$ cat config.mk
export PLATFORM = sky130hd
export DESIGN_NAME = regfile_mp_scoreboard
export DESIGN_NICKNAME = d
export VERILOG_FILES = /design/src/rtl/PARAMS_pkg.sv /design/src/rtl/regfile_wr_arbiter.sv /design/src/rtl/regfile_mp_scoreboard.sv
export SDC_FILE = /design/constraint.sdc
export NUM_CORES = 2
export LEC_CHECK = 0
export ABC_AREA = 1
export ABC_CLOCK_PERIOD_IN_PS = 6600
export CORE_MARGIN = 4
export CORE_UTILIZATION = 57
export DETAILED_ROUTE_END_ITERATION = 6
export PLACE_DENSITY = 0.75
export SYNTH_ARGS = -nofsm -noshare
export SYNTH_HDL_FRONTEND = slang
export SYNTH_SLANG_ARGS = --single-unit
$ cat constraint.sdc
create_clock -name clk -period 6.6 [get_ports clk]
set_input_delay 1.32 -clock clk [delete_from_list [all_inputs] [get_ports clk]]
set_output_delay 1.32 -clock clk [all_outputs]
set_load 0.01 [all_outputs]
$ cat src/rtl/PARAMS_pkg.sv
// Shared datapath widths and the register-file address/word types.
package PARAMS_pkg;
    localparam int WD_SIZE        = 32;
    localparam int INSTR_REG_BITS = 5;

    typedef logic [INSTR_REG_BITS-1:0] reg_addr_t;
    typedef logic [WD_SIZE-1:0]        word_t;
endpackage

$ cat src/rtl/regfile_wr_arbiter.sv
// Resolves the write ports into per-register write/clear strobes and per-read-port
// bypass/clear hits. When several ports hit one address, the highest port index wins.
module regfile_wr_arbiter
    import PARAMS_pkg::*;
#(
    parameter int REG_NUM = 32,
    parameter int NUM_RD  = 2,
    parameter int NUM_WR  = 1
) (
    input  logic      [NUM_WR-1:0]  wr_en_i,
    input  reg_addr_t [NUM_WR-1:0]  wr_addr_i,
    input  word_t     [NUM_WR-1:0]  wr_data_i,
    input  logic      [NUM_WR-1:0]  wr_clr_i,
    input  reg_addr_t [NUM_RD-1:0]  rd_addr_i,
    output logic      [REG_NUM-1:0] reg_we_o,
    output word_t     [REG_NUM-1:0] reg_wd_o,
    output logic      [REG_NUM-1:0] reg_clr_o,
    output logic      [NUM_RD-1:0]  byp_hit_o,
    output word_t     [NUM_RD-1:0]  byp_data_o,
    output logic      [NUM_RD-1:0]  clr_hit_o
);
    always_comb begin
        for (int r = 0; r < REG_NUM; r++) begin
            reg_we_o[r]  = 1'b0;
            reg_wd_o[r]  = '0;
            reg_clr_o[r] = 1'b0;
            // Ascending scan: a later (higher) port overrides an earlier one.
            for (int j = 0; j < NUM_WR; j++) begin
                if (wr_en_i[j] && wr_addr_i[j] == reg_addr_t'(r)) begin
                    reg_we_o[r] = (r != 0);
                    reg_wd_o[r] = wr_data_i[j];
                    if (wr_clr_i[j]) reg_clr_o[r] = 1'b1;
                end
            end
        end
    end

    always_comb begin
        for (int i = 0; i < NUM_RD; i++) begin
            byp_hit_o[i]  = 1'b0;
            byp_data_o[i] = '0;
            clr_hit_o[i]  = 1'b0;
            for (int j = 0; j < NUM_WR; j++) begin
                if (wr_en_i[j] && wr_addr_i[j] == rd_addr_i[i] && rd_addr_i[i] != '0) begin
                    byp_hit_o[i]  = 1'b1;
                    byp_data_o[i] = wr_data_i[j];
                    if (wr_clr_i[j]) clr_hit_o[i] = 1'b1;
                end
            end
        end
    end
endmodule

$ cat src/rtl/regfile_mp_scoreboard.sv
// Multi-port integer register file with optional write->read bypass and a
// per-register pending scoreboard for RAW stalls. x0 reads zero, never pending.
module regfile_mp_scoreboard
    import PARAMS_pkg::*;
#(
    parameter int REG_NUM = 32,
    parameter int NUM_RD  = 2,
    parameter int NUM_WR  = 1,
    parameter int BYPASS  = 1,
    localparam int CNT_W  = $clog2(REG_NUM + 1)
) (
    input  logic                    clk,
    input  logic                    reset,
    input  reg_addr_t [NUM_RD-1:0]  rd_addr,
    output word_t     [NUM_RD-1:0]  rd_data,
    output logic      [NUM_RD-1:0]  rd_busy,
    input  logic      [NUM_WR-1:0]  wr_en,
    input  reg_addr_t [NUM_WR-1:0]  wr_addr,
    input  word_t     [NUM_WR-1:0]  wr_data,
    input  logic      [NUM_WR-1:0]  wr_clr,
    input  logic                    issue_en,
    input  reg_addr_t               issue_rd,
    output logic      [CNT_W-1:0]   pending_cnt
);
    word_t [REG_NUM-1:0] regs_q;
    logic  [REG_NUM-1:0] pending_q, pending_d;
    logic  [CNT_W-1:0]   cnt_q, cnt_d;

    logic  [REG_NUM-1:0] reg_we, reg_clr;
    word_t [REG_NUM-1:0] reg_wd;
    logic  [NUM_RD-1:0]  byp_hit, clr_hit;
    word_t [NUM_RD-1:0]  byp_data;

    regfile_wr_arbiter #(
        .REG_NUM (REG_NUM),
        .NUM_RD  (NUM_RD),
        .NUM_WR  (NUM_WR)
    ) u_arb (
        .wr_en_i    (wr_en),
        .wr_addr_i  (wr_addr),
        .wr_data_i  (wr_data),
        .wr_clr_i   (wr_clr),
        .rd_addr_i  (rd_addr),
        .reg_we_o   (reg_we),
        .reg_wd_o   (reg_wd),
        .reg_clr_o  (reg_clr),
        .byp_hit_o  (byp_hit),
        .byp_data_o (byp_data),
        .clr_hit_o  (clr_hit)
    );

    always_comb begin
        for (int i = 0; i < NUM_RD; i++) begin
            rd_data[i] = regs_q[rd_addr[i]];
            if (rd_addr[i] == '0)                  rd_data[i] = '0;
            else if (BYPASS != 0 && byp_hit[i])    rd_data[i] = byp_data[i];
            // Issue is deliberately absent here: busy follows registered state only.
            rd_busy[i] = pending_q[rd_addr[i]] & ~((BYPASS != 0) & clr_hit[i]);
        end
    end

    // A new allocation outranks a retiring producer of the same register.
    always_comb begin
        cnt_d = '0;
        for (int r = 0; r < REG_NUM; r++) begin
            if (issue_en && issue_rd == reg_addr_t'(r)) pending_d[r] = 1'b1;
            else if (reg_clr[r])                        pending_d[r] = 1'b0;
            else                                        pending_d[r] = pending_q[r];
        end
        pending_d[0] = 1'b0;
        for (int r = 0; r < REG_NUM; r++) cnt_d = cnt_d + CNT_W'(pending_d[r]);
    end

    always_ff @(posedge clk) begin
        if (reset) begin
            regs_q    <= '0;
            pending_q <= '0;
            cnt_q     <= '0;
        end else begin
            for (int r = 0; r < REG_NUM; r++)
                if (reg_we[r]) regs_q[r] <= reg_wd[r];
            pending_q <= pending_d;
            cnt_q     <= cnt_d;
        end
    end

    assign pending_cnt = cnt_q;
endmodule
==> flow_metrics.tcl <==
set metrics [dict create \
    cp.buffers_inverters 7 \
    violations "design-rule violations" \
    slew_headroom_pct 19.2 \
    min_period_ns 6.45 \
    cp_slowest_cell "fa_1" \
    dp_hpwl_um 133000 \
    num_vias 68331 \
    wl_um 259000 \
    place.port_buffers 128 \
    antenna_left 0 \
    synth.distinct_cells 28 \
    startpoint_type "input pin" \
    critPathKind "input pin to flop" \
    clkLatencyLatePin_ns 0.73 \
    hold_viol_final 0 \
    cp-end-kind "flop" \
    grt_pass1_wl_um 382000 \
    period_share_pct 97.7 \
    grt_antenna_before_repair 8 \
    first_pass_iters 7 \
    slowest_delay_ns 0.54 \
    syn-num-nets 9322 \
    clock-root-buffer "clkbuf_16" \
    power.switching_uw 4460 \
    place_worst_setup_slack_ns -0.752 \
    gp_congestion 0.961 \
    seq_area_frac_synth_pct 35.7 \
    final_nets 8893 \
    critPathMaxFanout 5 \
    routedWlPerCell_um 25.3 \
    setup_ws_ns 0.149 \
    synth.cell_area_sq_um 57700 \
    ioPinCount 129 \
    leakage_uw 0.0224 \
    synthCells 9235 \
    cp_top_family "adder cells" \
    finalClockSkew_ns 0.00788 \
    p_clk_share_pct 44.3 \
    initial_core_util_pct 57.5 \
    arrival_ns 7.11 \
    die_w_um 326 \
    rows 116 \
    hold_path_class "flop to flop" \
    grt-busiest-layer "met2" \
    cp.required_ns 7.26 \
    cts_buffers 113 \
    drc_errors 19 \
    fin_tns_setup_ns 0 \
    grt_use_met3_pct 14.6 \
    timing.fmax_mhz 155 \
    drive_gt1_share_pct 6.25 \
    avgSynthCellArea_sq_um 6.24 \
    vias_per_cell 6.66 \
    die-area_sq_um 106000 \
    ys_warn_count 0 \
    first_iter_violations 13812 \
    synth-edff-count 0 \
    grt_max_degree 213 \
    synth_seq_cells 1029 \
    grt_pass1_vias 62524 \
    seqPwrFrac_pct 41.7 \
    synth-main-ff-cell "dfxtp_1" \
    cp_common_cell "fa_1" \
    p_comb_share_pct 14.0 \
    internal-power_uw 10700 \
    use_met1_pct 57.8 \
    core_area_sq_um 100000 \
    vdd_ir_drop_max_uv 216 \
    fin_util_pct 62.9 \
    grt_overflow 0 \
    power_density_nw_per_um2 240 \
    path_clk_slew_ns 0.06 \
    clkSinkCount 1029 \
    die_h_um 326 \
    setup_viol 0 \
    htreeDepth 3 \
    p_sw_share_pct 29.4 \
    drv_cap 0 \
    area_growth_pct 9.51 \
    status "complete, but fails checks" \
    cts_tree "yes" \
    clockBufferDepth 3 \
    track_usage_pct 46.0 \
    hold_slack_ns 0.461 \
    tightest_slew_ns 1.21 \
    worstPathCellList "clkdlybuf4s50_1, buf_6, buf_4, nor2_2, inv_2, nor2_4, buf_4, nand2_2, o21ai_2, nand2_1, fa_1, fa_1, fa_1, fa_1, inv_1, fa_1, fa_1, fa_2, fa_2, o21ai_2, a21oi_2, buf_4, a21oi_2" \
    async_flop_share_pct 0 \
    grt_use_met2_pct 68.4 \
    slew_viol_final 0 \
]
==> repair_timing <==
item                                    CTS  global route
buffers inserted                          0             5
pin swaps                                 0            17
endpoints found under the setup margin    1             3
endpoints found under the hold margin     0             0
gates resized for setup                   4            31
hold buffers                              0             0
==> cell families after synthesis <==
| kind of cell | share of synthesized area, % |
|---|---|
| AO/OA/AOI/OAI | 12.8 |
| flip-flops | 35.7 |
| adder cells (fa/ha/maj) | 0.951 |
| XOR/XNOR | 0.0608 |
| AND/OR/NAND/NOR | 41.6 |
| buffers and inverters | 8.88 |
==> cells in the final DEF (no fill, tap or decap), drive strengths merged <==
master         count
clkbuf           156
o21ai            409
a211oi             1
ha                 7
clkdlybuf4s50    114
a21oi           1024
buf              276
a22oi             16
xnor2              2
bufinv            12
diode              3
xor2               2
o22ai              2
nor3               5
inv              270
nand3           2586
o211ai             8
nor2              74
dfxtp           1029
fa                23
clkinvlp           5
dlymetal6s2s       3
nand4              1
clkinv            29
nand2           2841
==> tightest hold or removal path, cell delays in order (launching register included) <==
cell     delay [ns]
dfxtp_1        0.32
inv_1          0.05
a21oi_1        0.05
==> path summary, 6_finish.rpt <==
kind	slack, ns	cells past startpoint	from	end
setup / recovery	0.15	23	wr_addr[2]	pending_cnt[4]
setup reg to reg	1.40	17	pending_q[28]	pending_cnt[4]
hold / removal	0.46	2	regs_q[526]	regs_q[526]
hold reg to reg	0.46	2	regs_q[526]	regs_q[526]
==> stage by stage <==
step / instances / cell area, sq um / power [uW]
6_report: 10255 / 63100 / 15200
5_1_grt: 10252 / 63100 / 15500
4_1_cts: 10247 / 63000 / 15000
3_5_place_dp: 10043 / 59100 / 8450
3_3_place_gp: 10043 / 59100 / 8440
2_1_floorplan: 9235 / 57700 / 7630
==> synth_stat cells (2+ instances only) <==
library cell  instances  area [sq um]
clkbuf_1            501          1880
o22ai_1               2          12.5
o21ai_0             328          1640
o21ai_1              81           405
a22oi_1              16           120
buf_6                 3          33.8
nor2_2                9          56.3
nor3_1                5          25.0
xnor2_1               2          17.5
inv_2                22          82.6
nand3_1            2586         12900
o211ai_1              8          60.1
buf_4                54           405
nor2_1               60           225
fa_1                 23           460
buf_1                82           308
inv_1               245           920
nor2_4                5          56.3
buf_2               297          1490
ha_1                  7          87.6
dfxtp_1            1029         20600
nand2_1            2840         10700
xor2_1                2          17.5
a21oi_1            1024          5120
==> layout make-up <==
class / instances / area [sq um]
clock inverters: 48 / 672
repair buffers: 393 / 3710
fillers: 9355 / 37200
flip-flops and latches: 1029 / 20600
well taps: 1357 / 1700
diodes: 3 / 7.51
inverters: 268 / 1060
multi-input cells: 7001 / 32200
clock buffers: 156 / 3220
==> power groups by stage <==
stage	clock network, uW	registers (uW)	logic [uW]
after global placement	0	6450	1980
after detailed placement	0	6460	2000
after global routing	6970	6330	2180
after CTS	6710	6320	2000
final	6730	6320	2130
after floorplan	0	6450	1180
==> registers in the layout (all words and copies together) (netlist names) <==
name / flops
regs_q: 992
pending_cnt: 6
pending_q: 31
==> layer usage <==
metal	share of wire, %	vias to the layer above
li1	-	29983
met1	34	30713
met2	41	6148
met3	17	1473
met4	7.8	14
met5	0.039	-
Power figures use the tool's default switching activity.
